[config.mk]
export PLATFORM = sky130hd
export DESIGN_NAME = battle_sequencer
export DESIGN_NICKNAME = d
export VERILOG_FILES = /design/src/rtl/battle_sequencer.sv
export SDC_FILE = /design/constraint.sdc
export NUM_CORES = 1
export LEC_CHECK = 0
export CORE_ASPECT_RATIO = 2
export CORE_MARGIN = 2
export CORE_UTILIZATION = 28
export CTS_BUF_LIST = sky130_fd_sc_hd__clkbuf_4 sky130_fd_sc_hd__clkbuf_8
export DETAILED_ROUTE_END_ITERATION = 10
export PLACE_DENSITY = 0.59
export SLEW_MARGIN = 0
export SYNTH_ARGS = -nofsm -noshare
export SYNTH_HDL_FRONTEND = slang
export SYNTH_SLANG_ARGS = --single-unit
export TNS_END_PERCENT = 100
[constraint.sdc]
create_clock -name clk -period 2.7 [get_ports clk]
set_input_delay 0.54 -clock clk [delete_from_list [all_inputs] [get_ports clk]]
set_output_delay 0.54 -clock clk [all_outputs]
set_load 0.005 [all_outputs]
[src/rtl/battle_sequencer.sv]
// battle_sequencer: turn, HP and outcome controller for the battle screen.
// Define BATTLE_IFRAME_EN to build the post-hit invincibility timer.
module battle_sequencer #(
  parameter int HP_MAX        = 20,
  parameter int DAMAGE        = 4,
  parameter int IFRAME_CYCLES = 32500000,
  parameter int TURN_MAX      = 8
) (
  input  logic       clk,
  input  logic       rst_n,
  input  logic       start_in,
  input  logic       player_done_in,
  input  logic       enemy_busy_in,
  input  logic       enemy_finished_in,
  input  logic       damage_in,
  output logic [3:0] state_out,
  output logic [3:0] turn_out,
  output logic [7:0] hp_out,
  output logic       invincible_out,
  output logic       game_over_out,
  output logic       victory_out
);

  typedef enum logic [3:0] {
    S_IDLE   = 4'b0000,
    S_PLAYER = 4'b0100,
    S_ENEMY  = 4'b1000,
    S_WIN    = 4'b1110,
    S_LOSE   = 4'b1111
  } state_t;

  localparam logic [7:0] HP_INIT   = 8'(HP_MAX);
  localparam logic [7:0] DMG       = 8'(DAMAGE);
  localparam logic [3:0] TURN_LAST = 4'(TURN_MAX - 1);

  state_t     state;
  logic [3:0] turn;
  logic [7:0] hp;
  logic       hit_ok;
  logic       hit;
  logic       lethal;
  logic       dbg_busy_unused;

  assign hit    = damage_in && (state == S_ENEMY) && hit_ok;
  assign lethal = hit && (hp <= DMG);

`ifdef BATTLE_IFRAME_EN
  localparam int CW = (IFRAME_CYCLES > 1) ? $clog2(IFRAME_CYCLES) : 1;
  localparam logic [CW-1:0] CNT_LOAD = CW'(IFRAME_CYCLES - 1);

  logic [CW-1:0] cnt;
  logic          inv_q;

  // inv_q trails the counter by one edge so the window spans IFRAME_CYCLES
  assign hit_ok         = !inv_q;
  assign invincible_out = inv_q;

  always_ff @(posedge clk or negedge rst_n) begin
    if (!rst_n) begin
      cnt   <= '0;
      inv_q <= 1'b0;
    end else if (state == S_IDLE && start_in) begin
      cnt   <= '0;
      inv_q <= 1'b0;
    end else if (hit) begin
      cnt   <= CNT_LOAD;
      inv_q <= 1'b1;
    end else begin
      if (cnt != '0)
        cnt <= cnt - CW'(1);
      inv_q <= (cnt != '0);
    end
  end
`else
  assign hit_ok         = 1'b1;
  assign invincible_out = 1'b0;
`endif

  always_ff @(posedge clk or negedge rst_n) begin
    if (!rst_n) begin
      state           <= S_IDLE;
      turn            <= '0;
      hp              <= HP_INIT;
      dbg_busy_unused <= 1'b0;
    end else begin
      dbg_busy_unused <= enemy_busy_in;
      if (hit)
        hp <= lethal ? 8'd0 : hp - DMG;
      unique case (state)
        S_IDLE:
          if (start_in) begin
            state <= S_PLAYER;
            hp    <= HP_INIT;
            turn  <= '0;
          end
        S_PLAYER:
          if (player_done_in)
            state <= S_ENEMY;
        // a lethal hit wins over a simultaneous finish
        S_ENEMY:
          if (lethal) begin
            state <= S_LOSE;
          end else if (enemy_finished_in) begin
            if (turn == TURN_LAST) begin
              state <= S_WIN;
            end else begin
              turn  <= turn + 4'd1;
              state <= S_PLAYER;
            end
          end
        S_WIN, S_LOSE:
          if (start_in)
            state <= S_IDLE;
        default:
          state <= S_IDLE;
      endcase
    end
  end

  assign state_out     = state;
  assign turn_out      = turn;
  assign hp_out        = hp;
  assign game_over_out = (state == S_LOSE);
  assign victory_out   = (state == S_WIN);

endmodule
==> out/qor.yml, run 1 <==
status: "finished clean"
setup_viol: 0
clock_latency_ns: 0.25
place_ws_ns: 0.620
fmax_ghz: 0.473
fillCellCount: 323
yosys_warnings: 0
rsz0062_at_grt: "no"
grt_max_degree: 17
highest_layer: "met4"
wl_met2_um: 1180
finalClockSkew_ns: 0.00292
gr-total-overflow: 0
yosys-top-cells-area: "dfrtp_1, dfstp_2, nor4b_4"
drtIter0Drc: 24
cp.arrival_ns: 1.58
cts_buffers: 3
htreeDepth: 1
cts_tree: "done"
die_w_um: 44.4
ys_ff_latch: 16
synthesis.area_um2: 916
vias: 793
relSlewSlack_pct: 49.3
coreArea_um2: 3160
yosys-top-cells-count: "dfrtp_1, nor2_1, inv_1"
power_density_nw_per_um2: 773
syn_avg_cell_area_um2: 9.96
via_per_inst: 5.32
grt_pass1_wl_um: 3630
wirelength_um: 2120
ys_dominant_reg_cell: "dfrtp_1"
start_util_pct: 29.0
track_usage_pct: 12.8
antenna_found_initial: 0
synth_edf_count: 0
n_antenna_cell: 0
critPathMaxFanout: 8
synth.distinct_cells: 34
tns_ns: 0
synth_top_area_cell: "dfrtp_1"
synthCells: 92
clk_pin_slew_ns: 0.07
routed-wl-met3_um: 94
critPathLaunchType: "register"
ir_drop_mv: 0.361
ios: 26
layout_min_cycle_time_ns: 2.12
required_ns: 2.16
place.gp.congestion: 0.793
die_h_um: 84.9
first_pass_iters: 4
end_kind: "output pin"
yosysMostFrequentCell: "dfrtp_1"
wl_per_cell_um: 14.2
cts-root-buf: "clkbuf_8"
nets: 129
tightest_slew_ns: 0.758
fp-row-count: 29
die-area_um2: 3770
yosysSeqAreaShare_pct: 44.0
synth_top_area_share_pct: 38.3
post_cts_resized: 0
cts_setup_buffers: 0
clk_path_buf_depth: 2
clock-sinks: 16
finalCritPeriodShare_pct: 78.3
drive_gt1_share_pct: 10.2
drv_slew: 0
async_flop_share_pct: 100
finalHoldViolations: 0
setup_ws_ns: 0.585
drt-met1-wl_um: 780
grt_pass1_vias: 849
critPathKind: "reg2out"
drc: 0
power.leakage_nw: 0.525
io_buffers: 23
syn_nets: 102
cts.hold.buffers_added: 0
ant_nets: 0
hold_class: "reg2reg"
post-dp-hpwl_um: 1650
maxCapViolCount: 0
syn_to_final_growth_pct: 34.8
-- stage by stage --
| step | instance area, um^2 | hold slack, ns | util (%) | std cells | power [mW] |
|---|---|---|---|---|---|
| 6_report | 1230 | 0.513 | 39.1 | 149 | 0.955 |
| 5_1_grt | 1230 | 0.561 | 39.1 | 149 | 1.04 |
| 4_1_cts | 1230 | 0.518 | 39.1 | 149 | 0.969 |
| 3_5_place_dp | 1180 | 0.497 | 37.4 | 145 | 0.749 |
| 3_3_place_gp | 1180 | 0.502 | 37.4 | 145 | 0.743 |
| 2_1_floorplan | 916 | 0.244 | - | 92 | 0.587 |
-- cell type report --
class                      count  area, um^2  share of cell area (%)
multi-input combinational     67         474                    38.4
sequential                    16         403                    32.6
clock buffer                   4        55.1                    4.46
timing repair buffer          24         238                    19.3
inverter                       7        26.3                    2.13
tap                           31        38.8                    3.14
-- layout by cell type (no fill, tap or decap), drive strengths merged, types with 2 or more instances in the layout --
| cell type | synthesis | routed |
|---|---|---|
| dfstp | 2 | 2 |
| nand2 | 6 | 6 |
| o22ai | 2 | 2 |
| o21ai | 5 | 5 |
| nor4b | 2 | 2 |
| clkbuf | 0 | 4 |
| ha | 3 | 3 |
| nor2 | 9 | 9 |
| dfrtp | 14 | 14 |
| nand3 | 6 | 6 |
| a21oi | 3 | 3 |
| nor3b | 2 | 2 |
| and2 | 3 | 3 |
| inv | 7 | 7 |
| o41ai | 2 | 2 |
| nor3 | 5 | 5 |
| a21o | 3 | 3 |
| xnor2 | 4 | 4 |
| clkdlybuf4s50 | 0 | 23 |
-- sequential cells by signal (all words and copies together) (netlist names) --
signal and count:
turn_out 4, state_out 4, hp_out 8
-- routing by layer --
metal / up-vias / track usage [%]
met5: - / 0
met4: 0 / 8.82
met3: 6 / 2.13
met2: 25 / 22.7
met1: 386 / 12.6
li1: 376 / -
-- path summary, 6_finish.rpt --
path,slack (ns),start,to,cells after the start
worst min register to register,0.51,hp_out[0]$_DFF_PN0_,hp_out[0]$_DFF_PN0_,1
min in group asynchronous,0.73,rst_n,hp_out[6]$_DFF_PN0_,1
worst max register to register,0.65,hp_out[2]$_DFF_PN1_,hp_out[3]$_DFF_PN0_,5
worst min-delay path,0.51,hp_out[0]$_DFF_PN0_,hp_out[0]$_DFF_PN0_,1
max in group asynchronous,1.49,rst_n,hp_out[1]$_DFF_PN0_,1
worst max-delay path,0.58,state_out[1]$_DFFE_PN0P_,victory_out,3
-- kinds of logic after synthesis --
group / synth area share [%]
simple gates: 27.1
flops: 44.0
other cells: 0.409
xor+xnor: 3.82
mux: 2.32
buf+inv: 4.24
fa+ha+maj: 4.10
compound gates: 14.1
-- power breakdown --
part,switching [mW],internal [mW],leakage (nW)
Clock,0.0849,0.129,0.0288
Combinational,0.173,0.191,0.284
Sequential,0.0792,0.298,0.213
-- critical path, stage by stage, from the launching register on --
cell and delay (ns):
dfrtp_1 0.52, nand3_1 0.18, nor2_1 0.12, clkdlybuf4s50_1 0.50
No activity file was read; power rests on OpenSTA's default activity.
==> run 2, diff against run 1 <==
Clock period 2.7 ns to 2.2 ns, I/O delays scaled along.
==> out/qor.yml, run 2 (same netlist as run 1, synthesis figures left out) <==
drive_gt1_share_pct: 11.8  # was 10.2%
required_ns: 1.76  # was 2.16 ns
finalClockSkew_ns: 0.00123  # was 0.00292 ns
n_antenna_cell: 0  # unchanged
rrSetupSlack_ns: 0.25  # was 0.65 ns
clk_pin_slew_ns: 0.06  # was 0.07 ns
end_kind: "output pin"  # unchanged
ir_drop_mv: 0.547  # was 0.361 mV
min-delay-start: "hp_out[0]$_DFF_PN0_"  # unchanged
via_per_inst: 5.29  # was 5.32
hold_end: "hp_out[0]$_DFF_PN0_"  # unchanged
critPathKind: "reg2out"  # unchanged
antenna_found_initial: 0  # unchanged
clock-sinks: 16  # unchanged
place.gp.congestion: 0.799  # was 0.793
power.leakage_nw: 0.533  # was 0.525 nW
r2r-start: "hp_out[2]$_DFF_PN1_"  # unchanged
finalCritPeriodShare_pct: 90.9
drtIter0Drc: 12  # was 24
clock_latency_ns: 0.24  # was 0.25 ns
coreArea_um2: 3160  # unchanged
layout_common_cells: "clkdlybuf4s50_1, dfrtp_1, nor2_1"  # unchanged
ios: 26  # unchanged
finalHoldViolations: 0  # unchanged
cp.arrival_ns: 1.56  # was 1.58 ns
start_util_pct: 29.0  # unchanged
htreeDepth: 1  # unchanged
status: "finished clean"  # unchanged
wl_per_cell_um: 13.9  # was 14.2 um
syn_to_final_growth_pct: 35.8  # was 34.8%
io_buffers: 23  # unchanged
clk_path_buf_depth: 2  # unchanged
fmax_ghz: 0.500
maxCapViolCount: 0  # unchanged
nets: 131  # was 129
relSlewSlack_pct: 50.7  # was 49.3%
die_w_um: 44.4  # unchanged
cts_tree: "done"  # unchanged
wirelength_um: 2080  # was 2120 um
layout_commonest_cell: "clkdlybuf4s50_1"  # unchanged
worstReg2RegEnd: "state_out[1]$_DFFE_PN0P_"  # was hp_out[3]$_DFF_PN0_
fp-row-count: 29  # unchanged
gr-total-overflow: 0  # unchanged
cts_buffers: 3  # unchanged
critPathLaunchType: "register"  # unchanged
largest_reg_flops: 8  # unchanged
critPathMaxFanout: 8  # unchanged
power_density_nw_per_um2: 922  # was 773 nW/um^2
rsz0062_at_grt: "no"  # unchanged
die_h_um: 84.9  # unchanged
tns_ns: 0  # unchanged
place_ws_ns: 0.159  # was 0.620 ns
tightest_slew_ns: 0.737  # was 0.758 ns
cts-root-buf: "clkbuf_8"  # unchanged
ant_nets: 0  # unchanged
track_usage_pct: 12.4  # was 12.8%
fin_util_pct: 39.4  # was 39.1%
grt_pass1_wl_um: 3520  # was 3630 um
layout_min_cycle_time_ns: 2.00
setup_viol: 0  # unchanged
drc: 0  # unchanged
grt_pass1_vias: 813  # was 849
setup_ws_ns: 0.200  # was 0.585 ns
first_pass_iters: 4  # unchanged
hold_depth: 1  # unchanged
drv_slew: 0  # unchanged
post-dp-hpwl_um: 1660  # was 1650 um
hold_class: "reg2reg"  # unchanged
grt_max_degree: 17  # unchanged
die-area_um2: 3770  # unchanged
cts_setup_buffers: 0  # unchanged
vias: 793  # unchanged
r2r_cells: 6  # was 5
==> run 2: per-stage QoR <==
| step | total power [mW] | cells | cell area [um^2] | hold WS, ns |
|---|---|---|---|---|
| after global placement | 0.922 | 147 | 1190 | 0.502 |
| after global routing | 1.24 | 150 | 1240 | 0.547 |
| after detailed placement | 0.934 | 147 | 1190 | 0.510 |
| final | 1.15 | 150 | 1240 | 0.514 |
| after floorplan | 0.721 | 92 | 916 | 0.144 |
| after CTS | 1.16 | 150 | 1240 | 0.524 |
==> run 2: worst max path at each step <==
stage / startpoint / endpoint / slack [ns]
final: state_out[1]$_DFFE_PN0P_ / game_over_out / 0.20
after global routing: hp_out[2]$_DFF_PN1_ / turn_out[3]$_DFFE_PN0P_ / 0.07
after CTS: hp_out[2]$_DFF_PN1_ / state_out[2]$_DFFE_PN0P_ / 0.14
after detailed placement: hp_out[2]$_DFF_PN1_ / state_out[2]$_DFFE_PN0P_ / 0.16
after global placement: hp_out[2]$_DFF_PN1_ / state_out[2]$_DFFE_PN0P_ / 0.20
after floorplan: hp_out[2]$_DFF_PN1_ / turn_out[0]$_DFFE_PN0P_ / 0.28
==> run 2: report_power, final <==
| part | internal (mW) | switching, mW |
|---|---|---|
| Combinational | 0.248 | 0.218 |
| Sequential | 0.366 | 0.0999 |
| Clock | 0.121 | 0.0940 |
==> run 2: cell type report <==
cell class	count	area, um^2
flip-flops and latches	16	403
well taps	31	38.8
repair buffers	26	253
inverters	7	26.3
multi-input cells	67	482
clock buffers	3	41.3
fillers	314	1910
==> run 2: critical path, cell delays in order, from the launching register on <==
cell	delay, ns
dfrtp_1	0.52
nand3_1	0.18
nor2_1	0.12
clkdlybuf4s50_1	0.50
==> run 2: what timing repair did <==
item / 4_1_cts / 5_1_grt
hold buffers: 0 / 0
gates resized for setup: 0 / 1
endpoints found under the setup margin: 0 / 1
==> run 2: metal layers <==
metal | track usage, % | vias to the layer above | wire length, um
met4 | 7.44 | 0 | 71
met3 | 2.13 | 7 | 80
met2 | 22.2 | 22 | 1170
met1 | 12.5 | 385 | 754
met5 | 0 | - | 0
li1 | - | 379 | -
